[config.mk]
export PLATFORM = sky130hd
export DESIGN_NAME = char_fifo_flat
export DESIGN_NICKNAME = d
export VERILOG_FILES = /design/src/rtl/char_fifo_if.sv /design/src/rtl/char_fifo.sv /design/src/flat_wrapper.sv
export SDC_FILE = /design/constraint.sdc
export NUM_CORES = 1
export LEC_CHECK = 0
export CORE_MARGIN = 1.5
export CORE_UTILIZATION = 55
export DETAILED_ROUTE_END_ITERATION = 7
export GPL_ROUTABILITY_DRIVEN = 0
export PLACE_DENSITY = 0.7
export SETUP_SLACK_MARGIN = 0.4
export SLEW_MARGIN = 20
export SYNTH_ARGS = -nofsm -noshare
export SYNTH_HDL_FRONTEND = slang
export SYNTH_SLANG_ARGS = --single-unit
[constraint.sdc]
create_clock -name clk -period 7.95 [get_ports clk]
set_input_delay 1.9875 -clock clk [delete_from_list [all_inputs] [get_ports clk]]
set_output_delay 1.9875 -clock clk [all_outputs]
set_load 0.03 [all_outputs]
[src/rtl/char_fifo_if.sv]
// Purpose : bundles the generator-side and reader-side signals of char_fifo.
// Latency : none, this file holds only wiring.
// Backpressure: n_cs paces the generator; n_rd pulls bytes out; n_ef/level report occupancy.
//
// Signals (fifo view = slave modport):
//   din   in   8     byte from the character generator
//   n_wr  in   1     generator write strobe, active low
//   n_cs  out  1     grant to generator, active low (low = generator may advance)
//   dout  out  8     registered read data
//   n_rd  in   1     read request, active low
//   n_ef  out  1     empty flag, active low (low = empty)
//   level out  AW+1  number of stored bytes
interface char_fifo_if #(
    parameter int AW = 4
);
    logic [7:0]  din;
    logic        n_wr;
    logic        n_cs;
    logic [7:0]  dout;
    logic        n_rd;
    logic        n_ef;
    logic [AW:0] level;

    // Driven by the generator / reader side.
    modport master (
        output din, n_wr, n_rd,
        input  n_cs, dout, n_ef, level
    );

    // Seen by the buffer itself.
    modport slave (
        input  din, n_wr, n_rd,
        output n_cs, dout, n_ef, level
    );
endinterface

[src/rtl/char_fifo.sv]
// Purpose : byte buffer behind the character generator; grants each advance, stores fresh bytes in order.
// Latency : grant in cycle t -> byte stored at edge t+2; read sampled at edge e -> dout valid after e.
// Backpressure: n_cs rises combinationally when stored + in-flight bytes reach DEPTH; empty reads are ignored.
//
// Ports:
//   clk        in   clock, rising edge
//   n_rst      in   asynchronous active-low reset
//   bus        char_fifo_if.slave (din, n_wr, n_cs, dout, n_rd, n_ef, level)
//   underflow  out  sticky read-while-empty flag, present only with CHAR_FIFO_UNDERFLOW_EN defined
//
// Optional feature macro: CHAR_FIFO_UNDERFLOW_EN
// DEPTH must be a power of two (minimum 4) and AW must equal log2(DEPTH).
module char_fifo #(
    parameter int DEPTH = 16,
    parameter int AW    = 4
) (
    input  logic       clk,
    input  logic       n_rst,
`ifdef CHAR_FIFO_UNDERFLOW_EN
    output logic       underflow,
`endif
    char_fifo_if.slave bus
);

    localparam logic [AW+1:0] DEPTH_C = (AW+2)'(DEPTH);

    logic [7:0]    mem_q [DEPTH];
    logic [AW-1:0] wr_ptr_q, wr_ptr_d;
    logic [AW-1:0] rd_ptr_q, rd_ptr_d;
    logic [AW:0]   count_q,  count_d;
    logic          grant_q,  grant_d;
    logic [7:0]    dout_q,   dout_d;
    logic          wr_en;
    logic          rd_en;
    logic [AW+1:0] committed;
    logic          n_cs;

    // A granted advance lands in din one cycle later, so an outstanding grant
    // already owns a slot. Counting it keeps the array from ever overflowing.
    assign committed = {1'b0, count_q} + {{(AW+1){1'b0}}, grant_q};
    assign n_cs      = ~(committed < DEPTH_C);

    // The generator keeps n_wr low forever; only the cycle after a grant
    // carries a new byte, every other strobed cycle is a stale repeat.
    assign wr_en = grant_q & ~bus.n_wr;
    // An empty read is dropped, including when a write lands on the same edge.
    assign rd_en = ~bus.n_rd & (count_q != '0);

    always_comb begin
        wr_ptr_d = wr_ptr_q;
        rd_ptr_d = rd_ptr_q;
        count_d  = count_q;
        dout_d   = dout_q;
        grant_d  = ~n_cs;

        if (wr_en) begin
            wr_ptr_d = wr_ptr_q + AW'(1);
        end
        if (rd_en) begin
            rd_ptr_d = rd_ptr_q + AW'(1);
            dout_d   = mem_q[rd_ptr_q];
        end

        case ({wr_en, rd_en})
            2'b10:   count_d = count_q + (AW+1)'(1);
            2'b01:   count_d = count_q - (AW+1)'(1);
            default: count_d = count_q;
        endcase
    end

    always_ff @(posedge clk or negedge n_rst) begin
        if (!n_rst) begin
            wr_ptr_q <= '0;
            rd_ptr_q <= '0;
            count_q  <= '0;
            grant_q  <= 1'b0;
            dout_q   <= 8'h00;
        end else begin
            wr_ptr_q <= wr_ptr_d;
            rd_ptr_q <= rd_ptr_d;
            count_q  <= count_d;
            grant_q  <= grant_d;
            dout_q   <= dout_d;
        end
    end

    // Storage needs no reset: the pointers and count define what is valid.
    always_ff @(posedge clk) begin
        if (wr_en) begin
            mem_q[wr_ptr_q] <= bus.din;
        end
    end

`ifdef CHAR_FIFO_UNDERFLOW_EN
    logic underflow_q, underflow_d;

    assign underflow_d = underflow_q | (~bus.n_rd & (count_q == '0));

    always_ff @(posedge clk or negedge n_rst) begin
        if (!n_rst) begin
            underflow_q <= 1'b0;
        end else begin
            underflow_q <= underflow_d;
        end
    end

    assign underflow = underflow_q;
`endif

    assign bus.n_cs  = n_cs;
    assign bus.dout  = dout_q;
    assign bus.n_ef  = (count_q != '0);
    assign bus.level = count_q;

endmodule

[src/flat_wrapper.sv]
// flat-port wrapper written by rule: the top's interface ports become plain ports
module char_fifo_flat 
#(
    parameter int DEPTH = 16,
    parameter int AW    = 4
)
  (clk, n_rst, bus_din, bus_n_wr, bus_n_rd, bus_n_cs, bus_dout, bus_n_ef, bus_level);
  char_fifo_if #(.AW(AW)) bus_i ();
  input  logic clk;
  input  logic n_rst;
  input wire logic [$bits(bus_i.din)-1:0] bus_din;
  input wire logic [$bits(bus_i.n_wr)-1:0] bus_n_wr;
  input wire logic [$bits(bus_i.n_rd)-1:0] bus_n_rd;
  output wire logic [$bits(bus_i.n_cs)-1:0] bus_n_cs;
  output wire logic [$bits(bus_i.dout)-1:0] bus_dout;
  output wire logic [$bits(bus_i.n_ef)-1:0] bus_n_ef;
  output wire logic [$bits(bus_i.level)-1:0] bus_level;
  assign bus_i.din = bus_din;
  assign bus_i.n_wr = bus_n_wr;
  assign bus_i.n_rd = bus_n_rd;
  assign bus_n_cs = bus_i.n_cs;
  assign bus_dout = bus_i.dout;
  assign bus_n_ef = bus_i.n_ef;
  assign bus_level = bus_i.level;
  char_fifo #(.DEPTH(DEPTH), .AW(AW)) u_core (.clk(clk), .n_rst(n_rst), .bus(bus_i));
endmodule
==> metrics <==
fin crit share=0.5184; Mean Syn Cell Area=19.59 um^2; reg2reg setup slack=4.89 ns; Die Ht=107.4 um; grt ovf=0; largest net degree at the start of global routing=35; Hold Path Depth=1; Worst Path Required=8.40 ns; CTS tree=done; CP max FO=19; Detail Placement HPWL=6883 um; Rows=37; Post-CTS Setup Bufs=0; multiplexer share of the synthesized area=0.1392; routed vias/inst=5.834; setup TNS=0 ns; # hold bufs at CTS=0; area of the core=10460 um^2; initial DRC count=166; post-synth top area share=0.6411; Synth Register Bits=150; VDD IR max=0.2581 mV; xor/xnor cell area share of the yosys netlist=0.01461; endpoint class of the critical path=register; Routed WL=11010 um; port bufs=26; area grow syn2layout=15.46%; register area share after synthesis=0.7329; Mapped Cells=306; Worst Clk Skew=0.005605 ns; Post-synth top flop=edfxtp_1; Worst Path Arrival=4.58 ns; Initial Utilization=0.5731; Layout Nets=360; Vias=2841; max cap viols=0; Netlist cell types=31; I/O pin total=27; reg-to-reg endpoint=u_core.bus.level[4]; setup violators final=0; crit-path max cell delay=0.46 ns; first-pass GRT wire length=17400 um; CTS sink cnt=150; mean routed wirelength per cell=22.61 um; EDFF count, synth=128; power per cell area=371.9 nW/um^2; fin util=0.6617; initial antenna violation count=0; Pleak=2.409 nW; Worst Hold End=u_core.bus.dout[0]; fin. max-slew vios=0; R2R depth=9; Netlist Area Pre-Place=5996 um^2; CTS Root Cell=clkbuf_8; largest family of logic cells by synthesized area=multiplexers; All-Layer GR Usage=0.2194; maximum clock path buffer count=2; status=finished, final reports clean; worst hold start=u_core.bus.dout[0]; post-layout minimum cycle time=4.121 ns; Die W=107.4 um; asr flop ratio synth=0.1467; cell accounting for the most synthesized area=edfxtp_1; f_max=0.2426 GHz; CP cell instances=clkdlybuf4s50_1, a21o_1, inv_1, ha_1, fa_1, a21o_1, a21oi_1, mux2i_1, xnor2_1; DR DRC count=0; Antenna Nets Post-Route=0; Compound-Gate Fraction of Synth Area=0.03443; Top cell by count, worst path=a21o_1; Diodes inserted=0; R2R Path Start=u_core.bus.level[0]; top cells by area, synth=edfxtp_1 64%, mux4_2 12%, dfrtp_1 9.2%, ha_1 1.9%, and2_1 1.8%; Die ar.=11540 um^2; Clock Latency Late Sink=0.53 ns; CTS Buf Count=17; RSZ-0062 raised after global routing=false; worst min path class=register to register; vias in the first global route=2940; post-synthesis adder-cell area fraction=0.02212; post-synthesis simple-gate area fraction=0.03840; relative slew slack=0.4195; first drt pass iteration count=5; CP startpoint kind=primary input; synthesized netlist net count=328; slowest cell on the critical path=clkdlybuf4s50_1; synth warn=0; share of cells above drive strength 1=0.1909; Reg clk slew, reported paths=0.06 ns; post_cts resized=0; H-Tree Depth=4; Hold Fails Final Rpt=0; slew at the pin closest to its max-slew limit=0.8708 ns; Worst Path Class, Setup=primary input to register
## Yosys cell counts (3+ instances only)
library cell  instances
a211oi_1              7
a21o_1               10
and2_1               17
buf_2                 4
buf_4                 4
clkbuf_1              5
dfrtp_1              22
edfxtp_1            128
ha_1                  9
inv_1                 5
mux2i_1               8
mux4_2               33
nand2_1              13
nor2_1                4
o21ai_0               3
o22ai_1               7
xnor2_1               8
## state kept, by name, summed over array words and instances (netlist names)
signal / flops
u_core.wr_ptr_q: 4
u_core.mem_q: 128
u_core.rd_ptr_q: 4
u_core.bus.level: 5
u_core.grant_q: 1
u_core.bus.dout: 8
## metrics by stage
stage / power, mW / instances / hold slack (ns) / cell area, um^2 / setup slack, ns
after floorplan: 1.605 / 306 / 0.4930 / 5996 / 4.091
after global placement: 1.814 / 455 / 0.4621 / 6350 / 3.403
after detailed placement: 1.829 / 455 / 0.4667 / 6350 / 3.281
after CTS: 2.599 / 487 / 0.4799 / 6928 / 3.839
after global routing: 2.698 / 487 / 0.5076 / 6923 / 3.630
final: 2.574 / 487 / 0.4759 / 6923 / 3.829
## cells in the final DEF (no fill, tap or decap), drive strengths merged, types with 6 or more instances in the layout
cell and instances:
clkbuf 24, a211oi 7, xnor2 8, dfrtp 22, mux4 33, ha 9
a21o 10, mux2i 8, nand2 13, o22ai 7, edfxtp 128, and2 17
clkdlybuf4s50 25, clkinv 6
## worst max-delay path: cells and delay by family
family / cells / cell delay (ns)
mux: 1 / 0.23
fa+ha+maj: 2 / 0.77
compound gates: 3 / 0.80
buf+inv: 2 / 0.65
xor+xnor: 1 / 0.13
## power breakdown
| part | switching (mW) | leakage, nW | internal [mW] |
|---|---|---|---|
| registers | 0.0864 | 1.42 | 0.957 |
| logic | 0.397 | 0.705 | 0.362 |
| clock network | 0.293 | 0.289 | 0.479 |
## layer usage
metal	GRT usage	vias up	share of wire
met1	0.3088	1485	0.45
met4	0.07049	0	0.0067
met5	0	-	0
li1	-	1281	-
met2	0.3389	68	0.50
met3	0.05932	7	0.040
## cells by family (layout without fill, tap and decap cells)
group                    after synthesis  count (layout)
AO/OA/AOI/OAI                         30              30
XOR/XNOR                              10              10
adder cells (fa/ha/maj)               10              10
buffers and inverters                 20              65
flip-flops                           150             150
multiplexers                          42              42
AND/OR/NAND/NOR                       44              44
## layout make-up
type / instances / area, um^2
clock buffer: 24 / 480.5
tap: 136 / 170.2
clock inverter: 8 / 97.59
multi-input combinational: 136 / 1491
fill: 712 / 3540
sequential: 150 / 4394
timing repair buffer: 28 / 270.3
inverter: 5 / 18.77
## worst max path at each step
stage                     slack [ns]  cells after the start                   to  startpoint
after floorplan                 4.09                      9  u_core.bus.level[4]    bus_n_rd
after global placement          3.40                      9  u_core.bus.level[4]    bus_n_rd
after detailed placement        3.28                      9  u_core.bus.level[4]    bus_n_rd
after CTS                       3.84                      9  u_core.bus.level[4]    bus_n_rd
after global routing            3.63                      9  u_core.bus.level[4]    bus_n_rd
final                           3.83                      9  u_core.bus.level[4]    bus_n_rd
Note: power is estimated with default switching activity, not from simulation.
